`src/rtl/apb_master_bridge.sv`:
```
// APB master and four-slot address decoder: turns single-cycle CPU requests into
// APB SETUP/ACCESS transfers, returning slave PRDATA or an error on unmapped/timeout.
module apb_master_bridge #(
  parameter logic [31:0] BASE_ADDR = 32'h1000_0000,
  parameter int unsigned TIMEOUT   = 16
) (
  input  logic        PCLK,
  input  logic        PRESET,
  input  logic        transfer,
  input  logic        write,
  input  logic [31:0] addr,
  input  logic [31:0] wdata,
  output logic [31:0] rdata,
  output logic        ready,
  output logic        err,
  output logic [31:0] PADDR,
  output logic [31:0] PWDATA,
  output logic        PWRITE,
  output logic        PENABLE,
  output logic [3:0]  PSEL,
  input  logic [31:0] PRDATA0,
  input  logic [31:0] PRDATA1,
  input  logic [31:0] PRDATA2,
  input  logic [31:0] PRDATA3,
  input  logic        PREADY0,
  input  logic        PREADY1,
  input  logic        PREADY2,
  input  logic        PREADY3
);

  localparam int unsigned CntW = $clog2(TIMEOUT);
  localparam logic [CntW-1:0] CntLast = CntW'(TIMEOUT - 1);

  typedef enum logic [1:0] {StIdle, StSetup, StAccess} state_e;

  state_e          state_q, state_d;
  logic [31:0]     paddr_q, pwdata_q, rdata_q;
  logic            pwrite_q, mapped_q, ready_q, err_q;
  logic [1:0]      slot_q;
  logic [CntW-1:0] cnt_q;

  logic        req_mapped;
  logic        sel_pready;
  logic [31:0] sel_prdata;
  logic        xfer_ok;
  logic        done;

  // Slots 0..3 occupy 4 KB each at the bottom of the 64 KB window.
  assign req_mapped = (addr[31:16] == BASE_ADDR[31:16]) && (addr[15:14] == 2'b00);

  always_comb begin
    sel_pready = 1'b0;
    sel_prdata = '0;
    case (slot_q)
      2'd0:    begin sel_pready = PREADY0; sel_prdata = PRDATA0; end
      2'd1:    begin sel_pready = PREADY1; sel_prdata = PRDATA1; end
      2'd2:    begin sel_pready = PREADY2; sel_prdata = PRDATA2; end
      default: begin sel_pready = PREADY3; sel_prdata = PRDATA3; end
    endcase
  end

  assign xfer_ok = mapped_q && sel_pready;
  assign done    = (state_q == StAccess) && (!mapped_q || sel_pready || (cnt_q == CntLast));

  // FSM state register
  always_ff @(posedge PCLK) begin
    if (!PRESET) begin
      state_q <= StIdle;
    end else begin
      state_q <= state_d;
    end
  end

  // FSM next state
  always_comb begin
    state_d = state_q;
    unique case (state_q)
      StIdle:   if (transfer) state_d = StSetup;
      StSetup:  state_d = StAccess;
      StAccess: if (done) state_d = StIdle;
      default:  state_d = StIdle;
    endcase
  end

  // FSM outputs
  always_comb begin
    PSEL    = '0;
    PENABLE = (state_q == StAccess);
    if ((state_q != StIdle) && mapped_q) begin
      PSEL[slot_q] = 1'b1;
    end
  end

  always_ff @(posedge PCLK) begin
    if (!PRESET) begin
      paddr_q  <= '0;
      pwdata_q <= '0;
      pwrite_q <= 1'b0;
      mapped_q <= 1'b0;
      slot_q   <= '0;
      cnt_q    <= '0;
      rdata_q  <= '0;
      ready_q  <= 1'b0;
      err_q    <= 1'b0;
    end else begin
      if ((state_q == StIdle) && transfer) begin
        paddr_q  <= addr;
        pwdata_q <= wdata;
        pwrite_q <= write;
        mapped_q <= req_mapped;
        slot_q   <= addr[13:12];
      end
      cnt_q   <= ((state_q == StAccess) && !done) ? cnt_q + CntW'(1) : '0;
      ready_q <= done;
      err_q   <= done && !xfer_ok;
      rdata_q <= (done && xfer_ok && !pwrite_q) ? sel_prdata : '0;
    end
  end

  assign PADDR  = paddr_q;
  assign PWDATA = pwdata_q;
  assign PWRITE = pwrite_q;
  assign rdata  = rdata_q;
  assign ready  = ready_q;
  assign err    = err_q;

endmodule

```
`config.mk`:
```
export PLATFORM = sky130hd
export DESIGN_NAME = apb_master_bridge
export DESIGN_NICKNAME = d
export VERILOG_FILES = /design/src/rtl/apb_master_bridge.sv
export SDC_FILE = /design/constraint.sdc
export NUM_CORES = 1
export LEC_CHECK = 0
export ABC_CLOCK_PERIOD_IN_PS = 3100
export CAP_MARGIN = 25
export CORE_MARGIN = 2
export CORE_UTILIZATION = 26
export DETAILED_ROUTE_END_ITERATION = 8
export PLACE_DENSITY = 0.68
export RECOVER_POWER = 50
export SYNTH_ARGS = -nofsm -noshare
export SYNTH_HDL_FRONTEND = slang
export SYNTH_SLANG_ARGS = --single-unit
```
`constraint.sdc`:
```
create_clock -name PCLK -period 3.1 [get_ports PCLK]
set_input_delay 0.62 -clock PCLK [delete_from_list [all_inputs] [get_ports PCLK]]
set_output_delay 0.62 -clock PCLK [all_outputs]
set_load 0.005 [all_outputs]
```
After elaboration in Yosys (flattened, before gate mapping)
Cells that the tools add are included. W data, S select, Z words.

Register bits: 108. Input bits: 200. Logic and storage cells: 52.

Add/subtract/negate cells: 1. Magnitude comparators: 2. Equal/unequal tests: 8. Mux-type cells: 8. Reduce and logical (&&, ||, !) cells: 23.

Operators with widths (number): $pmux W32 S3 (1); $eq A16 B13 Y1 const B (1); $logic_and A1 B1 Y1 (10); $logic_not A2 Y1 (3); $pmux W2 S3 (1); $reduce_and A2 Y1 (3); $add A4 B1 Y4 const B (1); $eq A2 B1 Y1 const B (2); $eq A2 B2 Y1 const B (2); $eq A4 B4 Y1 const B (1); $logic_not A1 Y1 (4); $mux W2 (2); $mux W4 (1); $lt A2 B3 Y1 const B (1); $pmux W1 S3 (1); $demux W1 S2 (1); $ge A2 B1 Y1 const B (1); $logic_or A1 B1 Y1 (2); $ne A2 B1 Y1 const B (1); $ne A2 B2 Y1 const B (1); $reduce_bool A2 Y1 (1); $mux W1 (1).

Longest topological paths before layout
Gate-level depths: netlist of run 1.

Depth in word-level cells: 8. Depth in mapped cells: 5.

Least setup slack after synthesis of run 1
Ideal clock, no wire load.

Path kind: register to output. Start point: register PADDR[13] (netlist name). End point: output port PSEL[3]. Data arrival time: 1226 ps. Data required time: 2480 ps. Slack: 1254 ps. Cell stages (with the launch flop): 5. Buffers on the path: 2. Cells stage by stage: dfxtp_1 buf_2 buf_1 o21ai_0 nor2_1.

RTL lines: to (decl) (line 20) `output logic [3:0] PSEL,`.

Worst setup path after layout of run 1
Start point: input port transfer. End point: register mapped_q.

Word-level cells in the longest chain between the ends: 1.

RTL lines: from (decl) (line 9) `input logic transfer,`; $logic_and A1 B1 Y1 (line 106) `if ((state_q == StIdle) && transfer) begin`; to (signal assigned) (line 110) `mapped_q <= req_mapped;`; to (decl) (line 38) `logic pwrite_q, mapped_q, ready_q, err_q;`.

No other way between the ends. A chain may end at the register's enable or synchronous reset.

==> summary.txt, run 1 <==
CTS tree: done
CTS buffer count: 9
WP data arrival: 2.86 ns
Total power: 3160 uW
Crit path kind: primary input to register
First-pass GRT wire length: 22910 microns
FMAX: 385.5 MHz
Tcrit/Tclk final: 83.68%
Final hold violation count: 0
Max Clock Skew: 0.006372 ns
Pin count of the biggest net entering global routing: 70
Syn_area_per_cell: 10.10 sq um
FF/Latch Area: 2125 sq um
Pwr Density: 394.6 nW/um^2
All-Layer GR Usage: 16.28%
Status: complete, but fails checks
Overflow after GRT: 0
Post-detail-place hpwl: 11990 microns
Post-synthesis instance total: 445
Pin slew with the least headroom to its limit: 1.531 ns
Port Buffer Count: 303
Layout Area Growth over Synthesis: 78.20%
Leakage Power: 0.002858 uW
First-pass iteration count of the detailed router: 4
Vias in the first global route: 4212
Post-Syn Area: 4494 sq um
DIE HEIGHT: 135.5 microns
I/O pin cnt: 304
Synth warnings: 0
Layout Nets: 932
CP Capture Type: register
GPL Wtd Cong: 0.7782
Total die area: 18350 sq um
Required @ worst endpoint: 3.37 ns
DRT Wirelength: 15950 microns
# fillers: 1681
Syn nets: 646
Via density per instance: 4.457
Core area: 17120 sq um
Core Util, Final: 46.79%
Initial antenna violation count: 1
Post-synth EDFFs: 0
Worst Hold Launch: cnt_q[0]
Startpoint type of the worst setup path: primary input
Max-slew headroom: -2.045%
CP Launch Point: transfer
Async set-reset flop share out of synthesis: 0%
Die X: 135.5 microns
Initial Utilization: 26.26%
Site row count: 48
Worst r2r src: PADDR[13]
Flops & latches, synth: 106
Critical path fanouts, max: 67
Hold/Removal Path Class: register to register
Max Cap Viol: 1
Layout cells sized above 1: 8.163%
Longest Clk Path Bufs: 2
Via count: 4283
Final setup viols: 0
Post-CTS Setup Bufs: 0
Post-synth top flop: dfxtp_1
Post-synth cell types: 30
Reg clk slew, reported paths: 0.07 ns
Fin crit period: 2.594 ns
Clk sinks: 106
First DRT Iteration DRCs: 108
Post-CTS sizing: 0
Violated checks: capacitance limit, slew limit
Worst-Skew Late Latency: 0.34 ns
Sequential fraction of the synthesis area: 47.22%
Setup TNS: 0 ns
RSZ-0062 raised after global routing: false
DRC viols: 0
Antenna-violating nets left: 0
Drt wl/cell: 16.60 microns
Root Driver: clkbuf_16
Htree depth: 3
Fin. max-slew vios: 34
Worst VDD drop: 0.0002232 V
Area of the multi-input gates: 2215 sq um
Post-CTS Hold Buffers: 0
[metrics by stage]
| step | setup slack (ns) | instances | hold WS, ns | cell area (sq um) |
|---|---|---|---|---|
| final | 0.5060 | 961 | 0.4546 | 8009 |
| after global placement | 0.5268 | 944 | 0.4306 | 7739 |
| after global routing | 0.2614 | 960 | 0.4663 | 8006 |
| after floorplan | 1.254 | 445 | 0.4173 | 4494 |
| after detailed placement | 0.4670 | 944 | 0.4341 | 7739 |
| after CTS | 0.5244 | 959 | 0.4526 | 8010 |
[cell type report]
type                       instances  area share (%)
tap                              225           3.515
antenna                            1         0.03125
clock buffer                      11           3.031
inverter                           2         0.09374
multi-input combinational        301           27.65
sequential                       106           26.53
clock inverter                     4          0.3593
timing repair buffer             311           38.79
[flip-flops by register name, summed over array words and instances (netlist names)]
name and cells:
ready 1, PADDR 32, PWRITE 1, mapped_q 1, rdata 32, PWDATA 32, state_q 2, cnt_q 4
err 1
[where the power goes]
| group | switching (uW) | total [uW] | internal, uW |
|---|---|---|---|
| Combinational | 199 | 635 | 437 |
| Sequential | 36.2 | 1450 | 1420 |
| Clock | 510 | 1070 | 564 |
| Total | 744 | 3160 | 2420 |
[path summary, 6_finish.rpt]
| check | endpoint | slack (ns) | cells past startpoint |
|---|---|---|---|
| hold reg to reg | cnt_q[0] | 0.45 | 1 |
| setup reg to reg | rdata[7] | 0.54 | 4 |
| setup / recovery | mapped_q | 0.51 | 5 |
| hold / removal | cnt_q[0] | 0.45 | 1 |
[cells by family (layout without fill, tap and decap cells)]
logic type | after synthesis | count (layout) | share of synthesized area [%]
multiplexers | 35 | 35 | 16.98
buffers and inverters | 38 | 328 | 3.508
AND/OR/NAND/NOR | 195 | 195 | 20.35
XOR/XNOR | 2 | 2 | 0.3898
AO/OA/AOI/OAI | 68 | 68 | 11.28
flip-flops | 106 | 106 | 47.22
adder cells (fa/ha/maj) | 1 | 1 | 0.2784
other | 0 | 1 | 0
[metal layers]
layer  global-route usage, %  vias up  part of all wire (%)
li1                        -     2107                     -
met4                   5.961        0                   2.3
met5                       0        -                     0
met1                   18.57     1968                    38
met2                   27.92      190                    49
met3                   6.023       18                    10
[cell usage in the layout, fill, tap and decap left out, types with 2 or more instances in the layout]
cell type          n
clkdlybuf4s50_1  271
nand2_1          132
dfxtp_1          104
a21boi_0          65
nor3b_1           34
mux4_2            33
dlygate4sd3_1     31
nor2_1             9
clkbuf_16          9
buf_4              4
nor3_1             3
nor4_1             3
nand3_1            3
dfxtp_2            2
o21ai_0            2
mux2i_1            2
nand3b_1           2
inv_1              2
clkbuf_1           2
clkinvlp_4         2
buf_12             2
[critical path, cell delays in order]
cell	delay, ns
dlygate4sd3_1	0.53
nor3b_1	0.19
clkbuf_2	1.05
nand4_1	0.24
o21ai_0	0.21
[cell usage after synthesis, types with 3 or more instances]
cell type / count / share of area (%)
nand3_1: 3 / 0.33
a21boi_0: 65 / 11
dfxtp_1: 106 / 47
nor3b_1: 34 / 5.7
mux4_2: 33 / 17
nor4_1: 3 / 0.42
nand2_1: 132 / 11
nor2_1: 9 / 0.75
clkbuf_1: 23 / 1.9
nor3_1: 3 / 0.33
buf_2: 6 / 0.67
buf_1: 6 / 0.50
Power figures use the tool's default switching activity.
==> run 2: changes to the inputs <==
--- a/config.mk
+++ b/config.mk
@@ -5,12 +5,12 @@
 export SDC_FILE = /design/constraint.sdc
 export NUM_CORES = 1
 export LEC_CHECK = 0
-export ABC_CLOCK_PERIOD_IN_PS = 3100
+export ABC_CLOCK_PERIOD_IN_PS = 2200
 export CAP_MARGIN = 25
 export CORE_MARGIN = 2
 export CORE_UTILIZATION = 26
 export DETAILED_ROUTE_END_ITERATION = 8
-export PLACE_DENSITY = 0.68
+export PLACE_DENSITY = 0.7
 export RECOVER_POWER = 50
 export SYNTH_ARGS = -nofsm -noshare
 export SYNTH_HDL_FRONTEND = slang
==> constraint.sdc (replaced) <==
create_clock -name PCLK -period 2.2 [get_ports PCLK]
set_input_delay 0.44 -clock PCLK [delete_from_list [all_inputs] [get_ports PCLK]]
set_output_delay 0.44 -clock PCLK [all_outputs]
set_load 0.005 [all_outputs]
==> summary.txt, run 2 (synthesis gave the netlist of run 1 again) <==
WP data arrival: 1.66 ns
First-pass iteration count of the detailed router: 4
GPL Wtd Cong: 0.7885
DRC viols: 0
DRT Wirelength: 15810 microns
Vias in the first global route: 4241
Post-CTS Hold Buffers: 0
I/O pin cnt: 304
Via density per instance: 4.492
Most frequent cells in the layout: clkdlybuf4s50_1, nand2_1, dfxtp_1
Site row count: 48
Fin crit period: 2.098 ns
Post-detail-place hpwl: 12110 microns
Clk sinks: 106
Leakage Power: 0.003015 uW
Total die area: 18350 sq um
Pin slew with the least headroom to its limit: 0.6368 ns
Crit path kind: register to primary output
Leading cell type in the layout, fill and taps excluded: clkdlybuf4s50_1
Tcrit/Tclk final: 95.39%
Critical path's slowest cell: clkdlybuf4s50_1
Status: completed
Worst-Skew Late Latency: 0.35 ns
Port Buffer Count: 303
Slowest stage delay, CP: 0.54 ns
Pin count of the biggest net entering global routing: 70
Root Driver: clkbuf_16
Max Clock Skew: 0.008014 ns
Pwr Density: 578.6 nW/um^2
Required @ worst endpoint: 1.76 ns
All-Layer GR Usage: 16.30%
Critical path fanouts, max: 6
Layout Nets: 935
Initial antenna violation count: 1
Worst Hold End: cnt_q[0]
Fin. max-slew vios: 0
Max-slew headroom: 57.55%
Die X: 135.5 microns
Reg clk slew, reported paths: 0.07 ns
Hold/Removal Path Class: register to register
CP Capture Type: primary output
Via count: 4330
Core area: 17120 sq um
Startpoint type of the worst setup path: register
Worst r2r src: PADDR[12]
Initial Utilization: 26.26%
First-pass GRT wire length: 22980 microns
Top Layer Used: met4
Met1 WL: 6225 microns
Longest Clk Path Bufs: 2
Htree depth: 3
Final setup viols: 0
Layout cells sized above 1: 8.796%
CTS tree: done
Worst reg2reg path depth: 4
Detail Route met2 WL: 7703 microns
Antenna-violating nets left: 0
DIE HEIGHT: 135.5 microns
Worst Hold Launch: cnt_q[0]
Layout Area Growth over Synthesis: 80.12%
Final hold violation count: 0
Hold-critical path depth: 1
Total power: 4684 uW
Setup TNS: 0 ns
CP cell instances: nand2_1 > nor3_1 > clkdlybuf4s50_1
FMAX: 476.5 MHz
Max Cap Viol: 0
CTS buffer count: 9
Drt wl/cell: 16.40 microns
ANT cells: 0
RSZ-0062 raised after global routing: false
DR WL met3: 1656 microns
R2R setup slack: 0.35 ns
First DRT Iteration DRCs: 153
Worst VDD drop: 0.0003448 V
Overflow after GRT: 0
Reg2reg end: rdata[16]
## run 2: cell types whose count changed in the layout (fill, tap and decap cells not counted), sizes merged
cell           previous run  this run
buf                       7        11
inv                       2         3
dlygate4sd3              31        61
clkdlybuf4s50           271       240
diode                     1         0
clkbuf                   13        11
bufinv                    0         2
dlymetal6s2s              0         1
clkinvlp                  2         1
## run 2: critical path: cells and delay by family, from the launching register on
family                 cells  cell delay [ns]
DFF                        1             0.47
buffers and inverters      1             0.54
and+or+nand+nor            2             0.31
## run 2: report_power, final
part | switching [uW] | total (uW) | leakage (uW) | internal, uW
logic | 288 | 896 | 0.00200 | 608
registers | 43.7 | 2040 | 0.000866 | 1990
clock network | 746 | 1750 | 0.000153 | 1000
## run 2: worst max path at each step
stage,from,end,slack (ns)
6_report,PADDR[12],PSEL[1],0.10
5_1_grt,PADDR[12],PSEL[1],0.02
4_1_cts,mapped_q,PSEL[0],0.05
3_5_place_dp,PREADY3,cnt_q[2],0.11
3_3_place_gp,PREADY3,cnt_q[2],0.12
2_1_floorplan,PADDR[13],PSEL[3],0.53
## run 2: routing by layer
| metal | track usage (%) | vias up |
|---|---|---|
| li1 | - | 2122 |
| met1 | 18.87 | 2011 |
| met2 | 27.98 | 181 |
| met3 | 6.210 | 16 |
| met4 | 4.919 | 0 |
| met5 | 0 | - |
## run 2: repair_timing
action	4_1_cts	5_1_grt
buffers inserted	0	0
resized for setup	0	2
setup endpoints to repair	0	2
## run 2: through the flow
step	utilization (%)	instance area [sq um]	hold WS [ns]	setup slack [ns]	cells
detailed placement	45.46	7781	0.4455	0.1101	948
global route	47.30	8095	0.4694	0.02135	964
CTS	47.32	8100	0.4558	0.05452	964
finish	47.30	8095	0.4500	0.1015	964
global placement	45.46	7781	0.4352	0.1250	948
floorplan	-	4494	0.4173	0.5337	445
## run 2: cell type report
cell class	instances	area [sq um]
Clock buffer	10	229.0
Clock inverter	6	90.09
Fill cell	1642	9021
Inverter	2	7.507
Multi-Input combinational cell	301	2215
Sequential cell	106	2126
Tap cell	225	281.5
Timing Repair Buffer	314	3147
==> run 3: changes to the inputs <==
--- a/config.mk
+++ b/config.mk
@@ -12,6 +12,7 @@
 export DETAILED_ROUTE_END_ITERATION = 8
 export PLACE_DENSITY = 0.7
 export RECOVER_POWER = 50
+export REMOVE_ABC_BUFFERS = 1
 export SYNTH_ARGS = -nofsm -noshare
 export SYNTH_HDL_FRONTEND = slang
 export SYNTH_SLANG_ARGS = --single-unit
==> summary.txt, run 3 (synthesis gave the netlist of run 1 again) <==
R2R setup slack: 0.47 ns
Pwr Density: 551.9 nW/um^2
Pin slew with the least headroom to its limit: 0.7844 ns
Htree depth: 3
Hold/Removal Path Class: register to register
Max Cap Viol: 0
Leading cell type in the layout, fill and taps excluded: clkdlybuf4s50_1
Max-slew headroom: 47.70%
Met3 usage: 6.884%
CTS buffer count: 9
Layout Cells excl Fill: 961
Overflow after GRT: 0
Post-CTS Hold Buffers: 0
Status: completed
Root Driver: clkbuf_16
Via density per instance: 4.536
Most frequent cells in the layout: clkdlybuf4s50_1, nand2_1, dfxtp_1
Total power: 4424 uW
GRT Max-Usage Layer: met2
WP data arrival: 1.63 ns
Tcrit/Tclk final: 94.13%
Leakage Power: 0.002878 uW
Total die area: 18350 sq um
Pin count of the biggest net entering global routing: 70
Layout cells sized above 1: 8.299%
CTS tree: done
Dpl cells: 945
Met1 Use GR: 19.01%
Worst-Skew Late Latency: 0.35 ns
Fin crit period: 2.071 ns
Clk sinks: 106
Critical path fanouts, max: 4
Layout Area Growth over Synthesis: 78.37%
Layout Nets: 932
Initial Utilization: 26.26%
Initial antenna violation count: 2
First-pass GRT wire length: 23960 microns
Longest Clk Path Bufs: 2
Final setup viols: 0
Max Clock Skew: 0.01239 ns
Via count: 4359
I/O pin cnt: 304
Die X: 135.5 microns
Post-detail-place hpwl: 12300 microns
Port Buffer Count: 303
DRT Wirelength: 16470 microns
FMAX: 482.9 MHz
First DRT Iteration DRCs: 156
RSZ-0062 raised after global routing: false
Final hold violation count: 0
First-pass iteration count of the detailed router: 4
GPL Wtd Cong: 0.7951
Antenna-violating nets left: 0
Post-CTS sizing: 0
DRC viols: 0
FF/Latch Area: 2125 sq um
Worst VDD drop: 0.0004248 V
Post-CTS Setup Bufs: 0
# fillers: 1663
Vias in the first global route: 4371
Reg clk slew, reported paths: 0.07 ns
All-Layer GR Usage: 17.28%
CP Capture Type: primary output
Startpoint type of the worst setup path: register
DIE HEIGHT: 135.5 microns
Met2 GRT Util: 30.06%
Required @ worst endpoint: 1.76 ns
Area of the multi-input gates: 2215 sq um
Site row count: 48
Crit path kind: register to primary output
Fin. max-slew vios: 0
Core area: 17120 sq um
Drt wl/cell: 17.14 microns
## run 3: stage by stage
step | area (sq um) | TNS (ns) | hold slack, ns | worst slack [ns] | utilization [%]
final | 8016 | 0 | 0.4439 | 0.1292 | 46.83
after global routing | 8016 | 0 | 0.4745 | 0.05115 | 46.83
after CTS | 8031 | 0 | 0.4475 | 0.09479 | 46.92
after detailed placement | 7771 | 0 | 0.4374 | 0.1159 | 45.40
after global placement | 7771 | 0 | 0.4277 | 0.1466 | 45.40
after floorplan | 4344 | -164.10 | 0.4173 | -2.212 | -
## run 3: routing by layer
metal	share of wire [%]	routed length (microns)
met4	1.7	282
met2	50	8193
met1	38	6208
met3	11	1769
met5	0.079	13
## run 3: path summary, 6_finish.rpt
check                           startpoint  cells past startpoint   endpoint
worst min register to register    cnt_q[0]                      1   cnt_q[0]
worst min-delay path              cnt_q[0]                      1   cnt_q[0]
worst max-delay path             PADDR[12]                      3    PSEL[0]
worst max register to register   PADDR[13]                      4  rdata[12]
## run 3: final cells by class
| type | instances | area share (%) |
|---|---|---|
| timing repair buffer | 311 | 38.99 |
| multi-input combinational | 301 | 27.63 |
| sequential | 106 | 26.50 |
| tap | 225 | 3.512 |
| clock buffer | 10 | 2.856 |
| clock inverter | 5 | 0.3902 |
| inverter | 2 | 0.09365 |
| antenna | 1 | 0.03122 |
## run 3: report_power, final
group / leakage (uW) / total [uW] / switching [uW] / internal [uW]
Combinational: 0.00188 / 900 / 288 / 612
Clock: 0.000129 / 1490 / 727 / 761
Sequential: 0.000865 / 2040 / 41.7 / 1990
Total: 0.00288 / 4420 / 1060 / 3370
## run 3: critical path, cell delays in order, from the launching register on
cell and delay, ns:
dfxtp_2 0.36, nand2b_1 0.19, nor3_1 0.21, clkdlybuf4s50_1 0.54
